==> config.mk <==
export PLATFORM = sky130hd
export DESIGN_NAME = queue_wr_arbiter
export DESIGN_NICKNAME = d
export VERILOG_FILES = /design/src/rtl/queue_wr_arbiter.sv
export SDC_FILE = /design/constraint.sdc
export NUM_CORES = 1
export LEC_CHECK = 0
export BUFFER_PORTS_ARGS = -buffer_cell sky130_fd_sc_hd__buf_4
export CORE_MARGIN = 2
export CORE_UTILIZATION = 44
export CTS_BUF_LIST = sky130_fd_sc_hd__clkbuf_4
export CTS_CLUSTER_SIZE = 28
export DETAILED_ROUTE_END_ITERATION = 8
export GPL_TIMING_DRIVEN = 1
export PLACE_DENSITY = 0.9
export SLEW_MARGIN = 20
export SYNTH_ARGS = -nofsm -noshare
export SYNTH_HDL_FRONTEND = slang
export SYNTH_SLANG_ARGS = --single-unit
==> constraint.sdc <==
create_clock -name clk_i -period 3.93 [get_ports clk_i]
set_input_delay 0.786 -clock clk_i [delete_from_list [all_inputs] [get_ports clk_i]]
set_output_delay 0.786 -clock clk_i [all_outputs]
set_load 0.02 [all_outputs]
==> src/rtl/queue_wr_arbiter.sv <==
// queue_wr_arbiter
// Round-robin arbiter that shares the write port of one valid/ready queue
// between NUM_REQ requesters. A winner keeps the grant for up to MAX_BURST
// beats. The owner's payload and index are passed straight through to the
// queue write side with no added latency.
//
// Ports:
//   clk_i        clock
//   rstn_i       asynchronous active-low reset
//   req_valid_i  per-requester valid
//   req_ready_o  per-requester ready (at most one bit high)
//   req_data_i   packed payloads, requester k at [k*DATA_SIZE +: DATA_SIZE]
//   out_valid_o  valid towards the queue write port
//   out_ready_i  ready from the queue write port
//   out_data_o   payload of the current owner
//   out_id_o     index of the current owner
//   grant_o      one-hot owner, zero while idle
//   busy_o       high while a requester owns the port

`ifdef ASSERTION
// Property checker for the arbiter's safety invariants.
module queue_wr_arbiter_chk #(
  parameter int NUM_REQ   = 4,
  parameter int MAX_BURST = 4,
  parameter int CNT_W     = 2
) (
  input logic               clk_i,
  input logic               rstn_i,
  input logic [NUM_REQ-1:0] grant_o,
  input logic [NUM_REQ-1:0] req_ready_o,
  input logic [CNT_W-1:0]   beat_cnt_r,
  input logic               busy_o,
  input logic               out_valid_o
);
  a_grant_onehot0 : assert property (@(posedge clk_i) disable iff (!rstn_i)
    $onehot0(grant_o));
  a_ready_onehot0 : assert property (@(posedge clk_i) disable iff (!rstn_i)
    $onehot0(req_ready_o));
  a_beat_cnt_range : assert property (@(posedge clk_i) disable iff (!rstn_i)
    int'(beat_cnt_r) < MAX_BURST);
  a_no_valid_idle : assert property (@(posedge clk_i) disable iff (!rstn_i)
    !(!busy_o && out_valid_o));
endmodule
`endif

module queue_wr_arbiter #(
  parameter int  NUM_REQ   = 4,
  parameter int  DATA_SIZE = 16,
  parameter int  MAX_BURST = 4,
  localparam int IDW       = (NUM_REQ > 1) ? $clog2(NUM_REQ) : 1
) (
  input  logic                         clk_i,
  input  logic                         rstn_i,
  input  logic [NUM_REQ-1:0]           req_valid_i,
  output logic [NUM_REQ-1:0]           req_ready_o,
  input  logic [NUM_REQ*DATA_SIZE-1:0] req_data_i,
  output logic                         out_valid_o,
  input  logic                         out_ready_i,
  output logic [DATA_SIZE-1:0]         out_data_o,
  output logic [IDW-1:0]               out_id_o,
  output logic [NUM_REQ-1:0]           grant_o,
  output logic                         busy_o
);

  localparam int CNT_W = (MAX_BURST > 1) ? $clog2(MAX_BURST) : 1;
  localparam logic [CNT_W-1:0] LAST_BEAT = CNT_W'(MAX_BURST - 1);

  generate
    if (NUM_REQ < 2) begin : g_bad_num_req
      $error("queue_wr_arbiter: NUM_REQ must be >= 2");
    end
    if (MAX_BURST < 1) begin : g_bad_max_burst
      $error("queue_wr_arbiter: MAX_BURST must be >= 1");
    end
  endgenerate

  typedef enum logic {
    ST_IDLE   = 1'b0,
    ST_LOCKED = 1'b1
  } state_t;

  state_t           state_r, state_s;
  logic [IDW-1:0]   owner_r, owner_s;
  logic [IDW-1:0]   rr_ptr_r, rr_ptr_s;
  logic [CNT_W-1:0] beat_cnt_r, beat_cnt_s;
  logic [IDW-1:0]   next_ptr_s;
  logic [IDW:0]     pick_idle_s;
  logic [IDW:0]     pick_rel_s;
  logic             handshake_s;
  logic             release_s;

  // Round-robin pick: returns {found, index} of the first set valid bit at
  // or above ptr, wrapping. The loop runs downward so the lowest offset wins.
  function automatic logic [IDW:0] rr_pick(input logic [NUM_REQ-1:0] valid,
                                           input logic [IDW-1:0]     ptr);
    logic [IDW:0] res;
    int           idx;
    res = '0;
    for (int i = NUM_REQ - 1; i >= 0; i--) begin
      idx = (int'(ptr) + i) % NUM_REQ;
      if (valid[idx]) begin
        res = {1'b1, IDW'(idx)};
      end else begin
        res = res;
      end
    end
    return res;
  endfunction

  // Candidate pointers and winners for both the idle pick and a release.
  always_comb begin
    if (owner_r == IDW'(NUM_REQ - 1)) begin
      next_ptr_s = '0;
    end else begin
      next_ptr_s = owner_r + IDW'(1);
    end
    pick_idle_s = rr_pick(req_valid_i, rr_ptr_r);
    pick_rel_s  = rr_pick(req_valid_i, next_ptr_s);
  end

  // Next-state logic and combinational pass-through of the owner's channel.
  always_comb begin
    state_s     = state_r;
    owner_s     = owner_r;
    rr_ptr_s    = rr_ptr_r;
    beat_cnt_s  = beat_cnt_r;
    out_valid_o = 1'b0;
    out_data_o  = '0;
    out_id_o    = '0;
    grant_o     = '0;
    req_ready_o = '0;
    busy_o      = 1'b0;
    handshake_s = 1'b0;
    release_s   = 1'b0;
    case (state_r)
      ST_IDLE: begin
        if (pick_idle_s[IDW]) begin
          state_s    = ST_LOCKED;
          owner_s    = pick_idle_s[IDW-1:0];
          beat_cnt_s = '0;
        end else begin
          state_s = ST_IDLE;
        end
      end
      ST_LOCKED: begin
        busy_o               = 1'b1;
        out_valid_o          = req_valid_i[owner_r];
        out_data_o           = req_data_i[int'(owner_r)*DATA_SIZE +: DATA_SIZE];
        out_id_o             = owner_r;
        grant_o              = NUM_REQ'(1) << owner_r;
        req_ready_o[owner_r] = out_ready_i;
        handshake_s          = req_valid_i[owner_r] && out_ready_i;
        // Release on the last beat of the burst or when the owner goes quiet.
        release_s = (handshake_s && (beat_cnt_r == LAST_BEAT)) ||
                    !req_valid_i[owner_r];
        if (release_s) begin
          rr_ptr_s   = next_ptr_s;
          beat_cnt_s = '0;
          // Hand over in the same cycle so back-to-back bursts have no bubble.
          if (pick_rel_s[IDW]) begin
            state_s = ST_LOCKED;
            owner_s = pick_rel_s[IDW-1:0];
          end else begin
            state_s = ST_IDLE;
          end
        end else if (handshake_s) begin
          beat_cnt_s = beat_cnt_r + CNT_W'(1);
        end else begin
          beat_cnt_s = beat_cnt_r;
        end
      end
      default: begin
        state_s    = ST_IDLE;
        owner_s    = '0;
        rr_ptr_s   = '0;
        beat_cnt_s = '0;
      end
    endcase
  end

  // State, owner, round-robin pointer and beat counter registers.
  always_ff @(posedge clk_i or negedge rstn_i) begin
    if (!rstn_i) begin
      state_r    <= ST_IDLE;
      owner_r    <= '0;
      rr_ptr_r   <= '0;
      beat_cnt_r <= '0;
    end else begin
      state_r    <= state_s;
      owner_r    <= owner_s;
      rr_ptr_r   <= rr_ptr_s;
      beat_cnt_r <= beat_cnt_s;
    end
  end

`ifdef ASSERTION
  queue_wr_arbiter_chk #(
    .NUM_REQ   (NUM_REQ),
    .MAX_BURST (MAX_BURST),
    .CNT_W     (CNT_W)
  ) u_chk (
    .clk_i       (clk_i),
    .rstn_i      (rstn_i),
    .grant_o     (grant_o),
    .req_ready_o (req_ready_o),
    .beat_cnt_r  (beat_cnt_r),
    .busy_o      (busy_o),
    .out_valid_o (out_valid_o)
  );
`endif

endmodule
==> key figures <==
Outcome
  • Run status: complete, no violations

Yosys
  • Post-Syn Instances: 161
  • Area leader, netlist: mux4_2
  • Cell with the most instances after synthesis: and2_1
  • Mapped Nets: 237
  • Syn Area/Cell: 9.48 um^2
  • Post-synth EDFFs: 0
  • Synth Register Bits: 7
  • Asr flop ratio synth: 1.00
  • Synthesis Warnings: 0
  • Post-Syn Area: 1530 um^2
  • Leading post-synthesis cells by cell area: mux4_2 (15%), mux4_1 (12%), dfrtp_1 (11%)
  • Synth Flop Type: dfrtp_1
  • Top-area cell type share of the netlist area: 0.148
  • Most instantiated cells after synthesis: and2_1 (20), inv_1 (10), mux4_2 (10), nor2_1 (9), a21oi_1 (8)
  • Register area share after synthesis: 0.115
  • Library cells used by synthesis: 55

Routing
  • Drt pass-1 iters: 4
  • DR vias/cell: 5.61
  • DRT Wirelength: 4770 um
  • Post-DR wirelength/cell: 16.1 um
  • DRC viols: 0
  • Antenna Nets Post-Route: 0
  • DR iter-0 viols: 90
  • Via Count: 1662

GRT
  • Pin count of the biggest net entering global routing: 34
  • Antenna violations before repair: 0
  • GRT Overall Usage: 0.249
  • GR Overflow Total: 0
  • First-pass GRT wire length: 7980 um
  • Vias in the first global route: 1594

Die
  • Die height: 62.9 um
  • CORE AREA: 3340 um^2
  • Initial Util: 0.457
  • Width of the die: 62.9 um
  • I/O pin count: 99
  • Cell Rows: 21
  • Die ar.: 3960 um^2

Timing
  • RSZ-0062 raised after global routing: false
  • Least-Margin Pin Slew: 0.859 ns
  • Finish-stage setup viols: 0
  • Maximum clock rate: 331 MHz
  • Slew headroom: 0.427
  • Max Slew Vio Count: 0
  • WHS: 0.338 ns
  • Hold Fails Final Rpt: 0
  • Setup TNS: 0 ns
  • Clk_skew: 0.00392 ns
  • Minimum clock period: 3.02 ns
  • Final period utilization: 0.768
  • Final setup margin: 0.911 ns

Clocking
  • CTS HTree Levels: 1
  • Clock Latency Late Sink: 0.25 ns
  • Post-CTS setup buffer count: 0
  • Post-CTS Resized: 0
  • Root Buffer Master: clkbuf_4
  • Reg clk slew, reported paths: 0.05 ns
  • CTS tree: done
  • CTS Hold Buffers Added: 0
  • Clk sinks: 7
  • Clock Tree Buf Depth: 2
  • CTS Buf Count: 3

Setup path
  • WP buf/inv: 2
  • Reg2reg setup slack: 1.16 ns
  • CP required: 3.14 ns
  • CP Class: reg2out
  • R2r worst-path depth: 7
  • RR Startpoint: owner_r[1]
  • Worst endpoint data arrival time: 2.23 ns
  • Most used cell, CP: buf_4
  • Levels on crit path: 4
  • Delay of the slowest critical-path stage: 0.80 ns
  • Critical-path top delay cell: dfrtp_1
  • Crit path launch type: flop
  • Crit path capture type: output port
  • R2R Path End: owner_r[0]
  • Largest delay share family, worst path: flip-flops
  • Worst-path maximum fanout: 20
  • Worst-path cell chain: buf_4 -> mux4_2 -> and2_1 -> buf_4

Pwr
  • Pleak: 1.08 nW
  • Maximum VDD drop: 0.347 mV
  • Cell Pwr Density: 723 nW/um^2

Job
  • MaxCap Viol Count: 0

Layout
  • Ant. Diodes: 0
  • Final Non-Filler Cells: 296
  • Ratio of cells with drive above 1 in the final layout: 0.492
  • # fillers: 265
  • P&R area growth vs syn: 47.7%
  • # nets final: 327

Placement
  • GPL Wtd Cong: 0.899
  • Hpwl dp: 3740 um
  • PortBufs: 98
  • Number of cells after detailed placement: 292
  • Place WS: 1.17 ns

Min path
  • Tightest Hold Check Type: in2async
-- cells by family after synthesis --
| family | after synthesis | share of synthesized area |
|---|---|---|
| and+or+nand+nor | 61 | 0.239 |
| AOI/OAI and AO/OA | 38 | 0.192 |
| adders and majority gates | 5 | 0.0410 |
| buffers and inverters | 26 | 0.0992 |
| muxes | 24 | 0.315 |
| DFF | 7 | 0.115 |
-- sequential cells by signal, indices dropped and copies added (netlist names) --
register    count
rr_ptr_r        2
owner_r         2
beat_cnt_r      2
state_r         1
-- layout by cell type, fill, tap and decap left out, types with 2 or more instances in the layout --
cell type  Yosys  routed
or4_1          2       2
dfrtp_1        7       7
nand2_1        4       4
o21ai_0        6       6
a2111oi_0      2       2
nor3b_1        3       3
and2_1        20      20
mux4_1         7       7
nor2_1         9       9
clkbuf_4       0       4
mux4_2        10      10
nand3b_1       3       3
o21ai_1        2       2
mux2i_1        6       6
buf_4          2     100
inv_1         10      10
nand2b_1       3       3
and3_1         5       5
nor4_1         2       2
a21oi_1        8       8
ha_1           5       5
nor3_1         2       2
-- routing by layer --
layer	vias up	share of wire	track usage
li1	803	-	-
met1	780	0.40	0.307
met2	71	0.52	0.448
met3	8	0.064	0.0432
met4	0	0.018	0.0611
met5	-	0	0
-- per-stage QoR --
step / area (um^2) / utilization / total power [mW]
detailed placement: 2220 / 0.667 / 1.55
CTS: 2250 / 0.676 / 1.63
global route: 2250 / 0.676 / 1.76
finish: 2250 / 0.676 / 1.63
floorplan: 1530 / - / 1.16
global placement: 2220 / 0.667 / 1.53
-- power by group --
| part | internal, mW | leakage, nW | switching [mW] |
|---|---|---|---|
| sequential | 0.104 | 0.0833 | 0.105 |
| clock | 0.0456 | 0.0184 | 0.0259 |
| combinational | 0.682 | 0.980 | 0.667 |
-- worst max path at each step --
stage / from / endpoint
after floorplan: owner_r[0] / out_data_o[14]
after global placement: owner_r[0] / out_data_o[8]
after detailed placement: owner_r[0] / out_data_o[7]
after CTS: owner_r[0] / out_data_o[7]
after global routing: owner_r[0] / out_data_o[10]
final: owner_r[0] / out_data_o[7]
-- cell type report --
cell class | instances | area [um^2] | share of cell area
inverter | 11 | 41.3 | 0.0183
clock buffer | 4 | 30.0 | 0.0133
multi-input combinational | 128 | 1200 | 0.532
tap | 46 | 57.6 | 0.0255
timing repair buffer | 100 | 751 | 0.333
sequential | 7 | 175 | 0.0777
No activity file was read; power rests on OpenSTA's default activity.
